`config.mk`:
```
export PLATFORM = sky130hd
export DESIGN_NAME = fma16_round_pack
export DESIGN_NICKNAME = d
export VERILOG_FILES = /design/src/rtl/fma16_round_pack.sv
export SDC_FILE = /design/constraint.sdc
export NUM_CORES = 1
export LEC_CHECK = 0
export ABC_AREA = 1
export CORE_MARGIN = 1.5
export CORE_UTILIZATION = 40
export DETAILED_ROUTE_END_ITERATION = 7
export HOLD_SLACK_MARGIN = 0.15
export PLACE_DENSITY_LB_ADDON = 0.05
export RECOVER_POWER = 100
export SLEW_MARGIN = 5
export SYNTH_ARGS = -nofsm -noshare
export SYNTH_HDL_FRONTEND = slang
export SYNTH_SLANG_ARGS = --single-unit
```
`constraint.sdc`:
```
create_clock -name clk -period 2.37 [get_ports clk]
set_input_delay 0.3555 -clock clk [delete_from_list [all_inputs] [get_ports clk]]
set_output_delay 0.3555 -clock clk [all_outputs]
set_load 0.01 [all_outputs]
```
`src/rtl/fma16_round_pack.sv`:
```
// fma16_round_pack: final stage of the fma16 datapath.
// Takes the normalized significand and the normalizer's shift count, rounds
// to 11 significant bits under the requested mode, detects overflow and
// underflow, and packs an IEEE binary16 result with {overflow, underflow,
// inexact} flags. Two register stages with a valid/ready handshake.
//
// Handshake: a beat moves across an interface on any rising edge where both
// valid and ready are high. Valid is never withdrawn and payload never
// changes while valid is high and ready is low. Each stage advances when it
// is empty or its downstream consumer takes its beat this cycle, so a full
// pipeline streams one beat per cycle and stalls without loss.
module fma16_round_pack #(
    parameter int BIAS   = 15,
    parameter int EMAX_B = 30
) (
    input  logic        clk,
    input  logic        reset_n,
    input  logic        flush,
    input  logic        in_valid,
    output logic        in_ready,
    input  logic        in_sign,
    input  logic [7:0]  in_exp,
    input  logic [33:0] in_sm,
    input  logic [6:0]  in_count,
    input  logic        in_zero,
    input  logic        in_special,
    input  logic [15:0] in_special_res,
    input  logic [1:0]  in_rm,
    output logic        out_valid,
    input  logic        out_ready,
    output logic [15:0] out_result,
    output logic [2:0]  out_flags
);

    localparam logic [1:0] RM_RZ  = 2'b00;
    localparam logic [1:0] RM_RNE = 2'b01;
    localparam logic [1:0] RM_RDN = 2'b10;

    localparam logic [4:0]        EXP_INF = 5'(2 * BIAS + 1);
    localparam logic [4:0]        EXP_MAX = 5'(EMAX_B);
    localparam logic signed [8:0] EMAX_S  = 9'(EMAX_B);

    // Pipeline control
    logic s1_valid_q;
    logic out_valid_q;
    logic s1_adv;
    logic s2_adv;

    // Stage 1 payload
    logic               s1_sign_q,  s1_sign_d;
    logic signed [8:0]  s1_er_q,    s1_er_d;
    logic [9:0]         s1_frac_q,  s1_frac_d;
    logic               s1_inc_q,   s1_inc_d;
    logic               s1_nx_q,    s1_nx_d;
    logic               s1_zero_q;
    logic               s1_special_q;
    logic [15:0]        s1_special_res_q;
    logic [1:0]         s1_rm_q;

    // Stage 2 payload
    logic [15:0]        out_result_q, out_result_d;
    logic [2:0]         out_flags_q,  out_flags_d;

    // Stage 2 working signals
    logic [10:0]        round_sum;
    logic signed [8:0]  er_rnd;
    logic [9:0]         frac_rnd;
    logic               of_hit;
    logic               uf_hit;
    logic               to_inf;

    // The leading 1 is implied by normalization; only the fraction below it
    // carries information into the packed result.
    logic unused_lead_one;
    assign unused_lead_one = in_sm[33];

    assign s2_adv    = !out_valid_q || out_ready;
    assign s1_adv    = !s1_valid_q || s2_adv;
    assign in_ready  = s1_adv;
    assign out_valid = out_valid_q;
    assign out_result = out_result_q;
    assign out_flags  = out_flags_q;

    // Stage 1: rebias the exponent and decide the rounding increment
    always_comb begin
        logic lsb_bit;
        logic guard_bit;
        logic sticky_bit;
        s1_sign_d  = in_sign;
        s1_er_d    = $signed({in_exp[7], in_exp}) - $signed({{2{in_count[6]}}, in_count});
        s1_frac_d  = in_sm[32:23];
        lsb_bit    = in_sm[23];
        guard_bit  = in_sm[22];
        sticky_bit = |in_sm[21:0];
        s1_nx_d    = guard_bit | sticky_bit;
        case (in_rm)
            RM_RZ:   s1_inc_d = 1'b0;
            RM_RNE:  s1_inc_d = guard_bit & (lsb_bit | sticky_bit);
            RM_RDN:  s1_inc_d = in_sign & (guard_bit | sticky_bit);
            default: s1_inc_d = !in_sign & (guard_bit | sticky_bit);
        endcase
    end

    // Stage 2: apply the increment, then classify and pack
    always_comb begin
        round_sum = {1'b0, s1_frac_q} + {10'b0, s1_inc_q};
        er_rnd    = round_sum[10] ? s1_er_q + 9'sd1 : s1_er_q;
        frac_rnd  = round_sum[9:0];
        of_hit    = er_rnd > EMAX_S;
        uf_hit    = er_rnd <= 9'sd0;
        case (s1_rm_q)
            RM_RNE:  to_inf = 1'b1;
            RM_RDN:  to_inf = s1_sign_q;
            RM_RZ:   to_inf = 1'b0;
            default: to_inf = !s1_sign_q;
        endcase

        out_result_d = {s1_sign_q, er_rnd[4:0], frac_rnd};
        out_flags_d  = {2'b00, s1_nx_q};
        if (s1_special_q) begin
            out_result_d = s1_special_res_q;
            out_flags_d  = 3'b000;
        end else if (s1_zero_q) begin
            out_result_d = {s1_sign_q, 15'b0};
            out_flags_d  = 3'b000;
        end else if (of_hit) begin
            out_result_d = to_inf ? {s1_sign_q, EXP_INF, 10'h000}
                                  : {s1_sign_q, EXP_MAX, 10'h3FF};
            out_flags_d  = 3'b101;
        end else if (uf_hit) begin
            out_result_d = {s1_sign_q, 15'b0};
            out_flags_d  = 3'b011;
        end
    end

    // Stage valids: flush empties both stages, otherwise advance on handshake
    always_ff @(posedge clk or negedge reset_n) begin
        if (!reset_n) begin
            s1_valid_q  <= 1'b0;
            out_valid_q <= 1'b0;
        end else if (flush) begin
            s1_valid_q  <= 1'b0;
            out_valid_q <= 1'b0;
        end else begin
            if (s1_adv) begin
                s1_valid_q <= in_valid;
            end
            if (s2_adv) begin
                out_valid_q <= s1_valid_q;
            end
        end
    end

    // Stage 1 payload captured on input transfer
    always_ff @(posedge clk or negedge reset_n) begin
        if (!reset_n) begin
            s1_sign_q        <= 1'b0;
            s1_er_q          <= 9'sd0;
            s1_frac_q        <= 10'b0;
            s1_inc_q         <= 1'b0;
            s1_nx_q          <= 1'b0;
            s1_zero_q        <= 1'b0;
            s1_special_q     <= 1'b0;
            s1_special_res_q <= 16'h0000;
            s1_rm_q          <= 2'b00;
        end else if (s1_adv && in_valid) begin
            s1_sign_q        <= s1_sign_d;
            s1_er_q          <= s1_er_d;
            s1_frac_q        <= s1_frac_d;
            s1_inc_q         <= s1_inc_d;
            s1_nx_q          <= s1_nx_d;
            s1_zero_q        <= in_zero;
            s1_special_q     <= in_special;
            s1_special_res_q <= in_special_res;
            s1_rm_q          <= in_rm;
        end
    end

    // Output payload loads only when stage 2 advances, so it holds under stall
    always_ff @(posedge clk or negedge reset_n) begin
        if (!reset_n) begin
            out_result_q <= 16'h0000;
            out_flags_q  <= 3'b000;
        end else if (s2_adv && s1_valid_q) begin
            out_result_q <= out_result_d;
            out_flags_q  <= out_flags_d;
        end
    end

endmodule

```
* Word level (Yosys, flattened, before mapping) *
Cells that the tools add are included.

operators by class
  $add $sub $neg = 3
  order comparisons = 2
  equal/unequal tests = 4
  mux-type cells = 16
  bitwise gates (word level) = 5
  reduce and logical (&&, ||, !) cells = 13

operator list
  cell                   number
  $mux W15               3
  $reduce_or A22 Y1      1
  $mux W16               1
  $add A10 B1 Y11        1
  $mux W11               1
  $add A9 B2 Y9 const B  1
  $gt A9 B6 Y1 const B   1
  $le A9 B1 Y1 const B   1
  $mux W3                3
  $mux W9                1
  $sub A8 B7 Y9          1
  $pmux W1 S3            2
  $eq A2 B1 Y1 const B   2
  $eq A2 B2 Y1 const B   2
  $logic_not A1 Y1       4
  $logic_not A2 Y1       2
  $mux W1                4
  $reduce_bool A2 Y1     2
  $and A1 B1 Y1          3
  $logic_and A1 B1 Y1    2
  $logic_or A1 B1 Y1     2
  $mux W2                1
  $or A1 B1 Y1           2

storage, ports and cells
  bits in registers = 63
  bits of input ports = 75
  output and inout bits = 21
  word-level logic and storage cells = 56

* Depth between registers and ports, before layout *
Gate-level depths: netlist of run 1.

  depth in word-level cells = 7
  gate-level depth with buffers = 16
  gate-level depth less buffers = 15

* Least setup slack after synthesis of run 1 *
Ideal clock, no wire load.

  path kind = register -> register
  start = register s1_frac_q[0]
  end = register out_result_q[0], in the netlist out_result[0]
  library setup time = 0.077 ns
  arrival time = 1.919 ns
  required time = 2.293 ns
  path slack = 0.374 ns
  cell stages (with the launch flop) = 16
  buffers on the path = 2
  clock period less this slack = 1.996 ns
  cells stage by stage = dfrtp_1 -> ha_1 -> ha_1 -> buf_2 -> inv_1 -> nor2_8 -> nand2_1 -> nand2_1 -> nor2_2 -> nand3_2 -> nand2_4 -> nand2_4 -> buf_6 -> nand2_1 -> nand3_1 -> a21oi_1

on the way
  word-level cells in the longest chain between the ends = 7
  elaborated cells on any way between the ends = 8
  classes of those cells = 1 x add/sub; 2 x order compare; 5 x mux

ends and longest elaborated chain
  what                      line  RTL
  start: declaration        52    logic [9:0] s1_frac_q, s1_frac_d;
  start signal: assignment  169   s1_frac_q <= s1_frac_d;
  $add A10 B1 Y11 *         106   round_sum = {1'b0, s1_frac_q} + {10'b0, s1_inc_q};
  $mux W9                   107   er_rnd = round_sum[10] ? s1_er_q + 9'sd1 : s1_er_q;
  $le A9 B1 Y1              110   uf_hit = er_rnd <= 9'sd0;
  $mux W15                  130   end else if (uf_hit) begin
  $mux W15 *                126   end else if (of_hit) begin
  $mux W15 *                123   end else if (s1_zero_q) begin
  $mux W16 *                120   if (s1_special_q) begin
  end signal: assignment    185   out_result_q <= out_result_d;
  end: declaration          61    logic [15:0] out_result_q, out_result_d;

Mark *: on every way between the ends. The rest lies on a longest branch, timed or not.
A chain may end at the register's enable or synchronous reset.

* Final worst setup path of run 1 *
  start = register s1_inc_q
  end = register out_result_q[3], in the netlist out_result[3]

on the way
  word-level cells in the longest chain between the ends = 7
  elaborated cells on any way between the ends = 8
  classes of those cells = 1 x add/sub; 2 x order compare; 5 x mux

ends and longest elaborated chain
  what                      line  RTL
  start: declaration        53    logic s1_inc_q, s1_inc_d;
  start signal: assignment  170   s1_inc_q <= s1_inc_d;
  $add A10 B1 Y11 *         106
  $mux W9                   107
  $le A9 B1 Y1              110
  $mux W15                  130
  $mux W15 *                126
  $mux W15 *                123
  $mux W16 *                120

Marked as above.

==> impl_metrics.py, run 1 <==
metrics = {
    "placed_design": {
        "io_buffers": 94,
        "place_area_sq_um": 4851,
        "globalplace.congestion": 0.8571,
        "hpwlAfterDp_mm": 6.968,
        "dp_slack_ps": -45.44,
        "post-place-cells": 706,
    },
    "job": {
        "max-cap-violations": 1,
    },
    "route": {
        "dr.pass1.iters": 4,
        "vias_per_cell": 4.873,
        "wire_per_inst_um": 12.62,
        "final_antenna_net_count": 0,
        "first_iter_violations": 93,
        "vias": 3528,
        "drc": 0,
        "wl_mm": 9.138,
    },
    "clocking": {
        "cts_sinks": 63,
        "clock_path_buffers": 2,
        "post-cts-setup-buffers": 0,
        "cts_buffers": 9,
        "insertion_delay_ps": 340,
        "cts_tree": "built",
        "path_clk_slew_ps": 80,
        "cts-root-buf": "clkbuf_8",
        "htreeDepth": 3,
    },
    "layout": {
        "fin_area_sq_um": 5059,
        "drive_gt1_share_pct": 8.809,
        "diodes": 0,
        "syn_to_final_growth_pct": 35.99,
        "nets": 695,
        "fin_cells": 724,
    },
    "floorplanning": {
        "core_sq_um": 9109,
        "dieHeight_um": 99.44,
        "fp.dieW_um": 99.44,
        "initial_utilization_pct": 40.84,
        "dieArea_sq_um": 9887,
        "rows": 35,
        "io_pins": 96,
    },
    "critical_path": {
        "criticalPathCategory": "reg -> reg",
        "crit_arrival_ps": 2450,
        "path_max_fanout": 8,
        "crit_path_end_kind": "flip-flop",
        "start_kind": "flip-flop",
        "worstPathRequired_ps": 2590,
    },
    "yosys": {
        "synth_xor_area_share_pct": 2.590,
        "ys_types": 35,
        "synthAdderAreaFrac_pct": 4.238,
        "syn_nets": 590,
        "synth-compound-area-share_pct": 9.956,
        "synth_simple_gate_area_share_pct": 33.60,
        "synth_top_area_share_pct": 42.38,
        "syn_inst": 503,
        "yosys_register_bits": 63,
        "synth_area_leaders": "dfrtp_1 42%, nand2_1 17%, nand3_1 4.6%",
        "muxShareOfSynthArea_pct": 0,
        "ys_seq_area_share_pct": 42.38,
        "syn_area_per_cell_sq_um": 7.395,
        "syn-cell-area_sq_um": 3720,
        "synth_edf_count": 0,
        "yosysWarnings": 0,
        "synth-async-reset-ratio_pct": 100.0,
        "synth_top_flop_cell": "dfrtp_1",
        "synth_top_family_by_area": "simple AND/OR/NAND/NOR gates",
        "yosysTopAreaCell": "dfrtp_1",
    },
    "grt": {
        "grt_usage_pct": 19.48,
        "antenna_found_initial": 0,
        "grt_pass1_vias": 3420,
        "grt_max_degree": 36,
        "grt_pass1_wl_mm": 15.43,
        "gr-total-overflow": 0,
    },
    "sta": {
        "timing.fmax_mhz": 449.0,
        "final_hold_viol_count": 0,
        "setup_violations": 0,
        "setup_ws_ps": 142.9,
        "drv_slew": 30,
        "fin_skew_ps": 14.92,
        "tightest_slew_ps": 1583,
        "fin_crit_sh_pct": 93.97,
        "holdWs_ps": 485.2,
        "slew_headroom_pct": -5.524,
        "period_needed_ps": 2227,
    },
    "pwr": {
        "power_mw": 3.197,
        "power_density_nw_per_um2": 631.9,
        "ir_drop_v": 0.0002473,
        "p_leak_nw": 2.472,
    },
    "hold_path": {
        "hold_path_class": "reg -> reg",
    },
    "run_status": {
        "violations": "max-capacitance violations, max-slew violations",
        "outcome": "finished, violations left",
    },
}
==> flip-flops by register name (all words and copies together), names as in the netlist, 2 cells and up <==
register	count
out_flags	3
s1_rm_q	2
s1_special_res_q	16
s1_er_q	9
s1_frac_q	10
out_result	16
==> cell usage after synthesis (2+ instances only) <==
cell / instances
nand2_4: 2
o22ai_1: 2
and3_1: 2
nor4_1: 4
ha_1: 11
nand3_1: 34
clkbuf_1: 13
dfrtp_1: 63
nor2_4: 2
o21ai_1: 4
buf_2: 2
inv_1: 45
nand3_2: 3
a21oi_1: 32
nor3_1: 4
nand4_1: 5
o21ai_0: 29
inv_2: 2
nand2_2: 7
xor2_1: 7
nor2_1: 39
xnor2_1: 4
buf_6: 2
nand2_1: 173
nor2_8: 2
==> metrics by stage <==
stage          utilization (%)  TNS (ps)
2_1_floorplan                -         0
3_3_place_gp             53.26    -17.59
3_5_place_dp             53.26    -96.61
4_1_cts                  55.58         0
5_1_grt                  55.54    -23.89
6_report                 55.54         0
==> worst max-delay path, cell delays in order (launching register included) <==
cell and delay [ps]:
dfrtp_1 370, ha_1 180, ha_1 230, buf_4 170, nand3_4 120, nand2_1 90, nand2_1 100, nor2_1 260
nand3_1 240, nand3_1 120, nand2_1 60, nand3_1 100, a21oi_1 70
==> timing repair <==
item                                    CTS  global route
endpoints found under the hold margin    28             0
endpoints found under the setup margin    0            11
hold buffers                              1             0
resized for setup                         0             3
==> metal layers <==
metal	track usage [%]	routed length (um)	up-vias
met3	4.146	481	8
met1	25.54	4285	1611
met5	0	0	-
li1	-	-	1825
met2	32.72	4284	84
met4	5.309	87	0
==> cells in the final DEF (no fill, tap or decap), drive strengths merged, types with 2 or more instances in the layout <==
cell,count
a21oi,32
and3,2
buf,13
clkbuf,13
clkdlybuf4s50,69
clkinv,3
dfrtp,63
dlygate4sd3,25
ha,11
inv,50
nand2,182
nand3,39
nand4,5
nor2,44
nor3,4
nor4,4
o21ai,34
o22ai,2
xnor2,4
xor2,7
==> final timing paths <==
check                                      from              endpoint  slack, ps  depth (start not counted)
setup / recovery                       s1_inc_q         out_result[3]        140                         12
max in group asynchronous               reset_n         out_result[8]        400                          3
hold reg to reg            s1_special_res_q[10]  s1_special_res_q[10]        490                          2
setup reg to reg                       s1_inc_q         out_result[3]        140                         12
min in group asynchronous               reset_n   s1_special_res_q[2]        950                          2
hold / removal             s1_special_res_q[10]  s1_special_res_q[10]        490                          2
==> power by group <==
group | leakage, nW | switching (mW) | total [mW] | internal (mW)
Sequential | 0.760 | 0.117 | 1.34 | 1.22
Combinational | 1.61 | 0.479 | 0.908 | 0.429
Clock | 0.101 | 0.451 | 0.947 | 0.496
Total | 2.47 | 1.05 | 3.20 | 2.15
==> area by class of cell <==
| class | instances | area [sq um] |
|---|---|---|
| clock buffer | 9 | 123.9 |
| clock inverter | 7 | 77.57 |
| fill | 928 | 4050 |
| inverter | 48 | 180.2 |
| multi-input combinational | 375 | 1887 |
| sequential | 63 | 1577 |
| tap | 111 | 138.9 |
| timing repair buffer | 111 | 1075 |
==> logic make-up (layout without fill, tap and decap cells) <==
kind of cell / count (synthesis) / count (layout)
AO/OA/AOI/OAI: 70 / 70
XOR/XNOR: 11 / 11
adder cells (fa/ha/maj): 12 / 12
buffers and inverters: 66 / 175
flip-flops: 63 / 63
AND/OR/NAND/NOR: 281 / 282
Note: power is estimated with default switching activity, not from simulation.
==> inputs of run 2 (changes only) <==
--- a/config.mk
+++ b/config.mk
@@ -6,6 +6,7 @@
 export NUM_CORES = 1
 export LEC_CHECK = 0
 export ABC_AREA = 1
+export CAP_MARGIN = 20
 export CORE_MARGIN = 1.5
 export CORE_UTILIZATION = 40
 export DETAILED_ROUTE_END_ITERATION = 7
==> results of run 2 <==
No change in the layout: final DEF, timing and power equal those of run 1.
==> RTL change (flow settings as in run 2) <==
Reset style: synchronous (`reset_n`), changed in 3 clocked blocks.
--- a/src/rtl/fma16_round_pack.sv
+++ b/src/rtl/fma16_round_pack.sv
@@ -134,7 +134,7 @@
     end
 
     // Stage valids: flush empties both stages, otherwise advance on handshake
-    always_ff @(posedge clk or negedge reset_n) begin
+    always_ff @(posedge clk) begin
         if (!reset_n) begin
             s1_valid_q  <= 1'b0;
             out_valid_q <= 1'b0;
@@ -152,7 +152,7 @@
     end
 
     // Stage 1 payload captured on input transfer
-    always_ff @(posedge clk or negedge reset_n) begin
+    always_ff @(posedge clk) begin
         if (!reset_n) begin
             s1_sign_q        <= 1'b0;
             s1_er_q          <= 9'sd0;
@@ -177,7 +177,7 @@
     end
 
     // Output payload loads only when stage 2 advances, so it holds under stall
-    always_ff @(posedge clk or negedge reset_n) begin
+    always_ff @(posedge clk) begin
         if (!reset_n) begin
             out_result_q <= 16'h0000;
             out_flags_q  <= 3'b000;
Function: differs if reset_n is asserted again (counterexample within 4 cycles, from zero or initial values and one cycle with reset_n low); with reset_n held inactive, the same outputs for 10 cycles.
==> RTL change against run 2 <==
  * Die area decreased by 1.9%
  * Wire length about the same
  * Final area decreased by 1.2%
  * Worst setup slack got worse by 0.0050 ns
  * Global-route usage increased by 0.27 points
  * Highest routed layer unchanged
  * Total power decreased by 13%
  * Area after synthesis decreased by 1.9%
  * Largest power group unchanged
  * Sequential cell count unchanged
  * Largest cell class unchanged
  * Non-clock buffer count increased by 4
==> RTL change: results (changes against run 2) <==
• 25.2% — proportion of cell area occupied by registers, was 31.2%
• 34.6% — Seq/Total Area, Yosys, was 42.4%
• 4240 um — detailed-route wire length on metal 1, was 4290 um
• 0.0134 ns — Clock Skew, was 0.0149 ns
• out_result[10]$_SDFFE_PN0P_ — R2R Path End, was out_result[3]$_DFFE_PN0P_
• 709 — layout net count, was 695
• sky130_fd_sc_hd__dfxtp_1 — Top FF cell, synth, was sky130_fd_sc_hd__dfrtp_1
• 0 — max-slew violations, was 30
• 57.0% — utilization of the core after routing, was 55.5%
• 3.93% — Final clock-cell share, was 3.98%
• 4.98 — mean number of vias per cell, was 4.87
• 11 — maximum fanout along the worst path, was 8
• 38.9% — relative max-transition margin, was -5.52%
• 881 — # fillers, was 928
• completed — run status, was finished, violations left
• 559 nW/um^2 — total power density per cell area, was 632 nW/um^2
• 19.8% — Global Route Usage Sum, was 19.5%
• out_flags[2]$_SDFFE_PN0P_ — worst hold endpoint, was s1_special_res_q[10]$_DFFE_PN0P_
• 12.4 um — Routed wire per std cell, was 12.6 um
• 2.48 ns — Crit path arrival time, was 2.45 ns
• 18.1% — compound-cell area share of the yosys netlist, was 9.96%
• out_flags[2]$_SDFFE_PN0P_ — min-delay src, was s1_special_res_q[10]$_DFFE_PN0P_
• sky130_fd_sc_hd__dfxtp_1 — CP max-delay cell, was sky130_fd_sc_hd__dfrtp_1
• 115 — non-clock buffer count in the final layout, was 111
• sky130_fd_sc_hd__nand2_1 (76), sky130_fd_sc_hd__nor2_1 (70), sky130_fd_sc_hd__dfxtp_1 (63) — commonest cells in the netlist, was sky130_fd_sc_hd__nand2_1 (173), sky130_fd_sc_hd__dfrtp_1 (63), sky130_fd_sc_hd__inv_1 (45)
• 0.138 ns — Final WS setup, was 0.143 ns
RTL change: cell count changes in the layout (fill, tap and decap cells not counted), moves of 7 or more:
cell,before,now
sky130_fd_sc_hd__nand2_1,172,76
sky130_fd_sc_hd__dfrtp_1,63,0
sky130_fd_sc_hd__dfxtp_1,0,63
sky130_fd_sc_hd__nor2_1,37,69
sky130_fd_sc_hd__o21ai_0,29,61
sky130_fd_sc_hd__a21oi_1,32,45
sky130_fd_sc_hd__nand2_2,8,20
sky130_fd_sc_hd__a21oi_2,0,10
sky130_fd_sc_hd__nand3_2,3,12
sky130_fd_sc_hd__nand3_1,35,28
RTL change: through the flow:
step	TNS, ns	cells	hold slack [ns]
3_3_place_gp	-0.0228	717	0.455
6_report	0	735	0.468
2_1_floorplan	0	521	0.445
4_1_cts	0	733	0.474
3_5_place_dp	-0.0359	717	0.461
5_1_grt	-0.0780	735	0.503
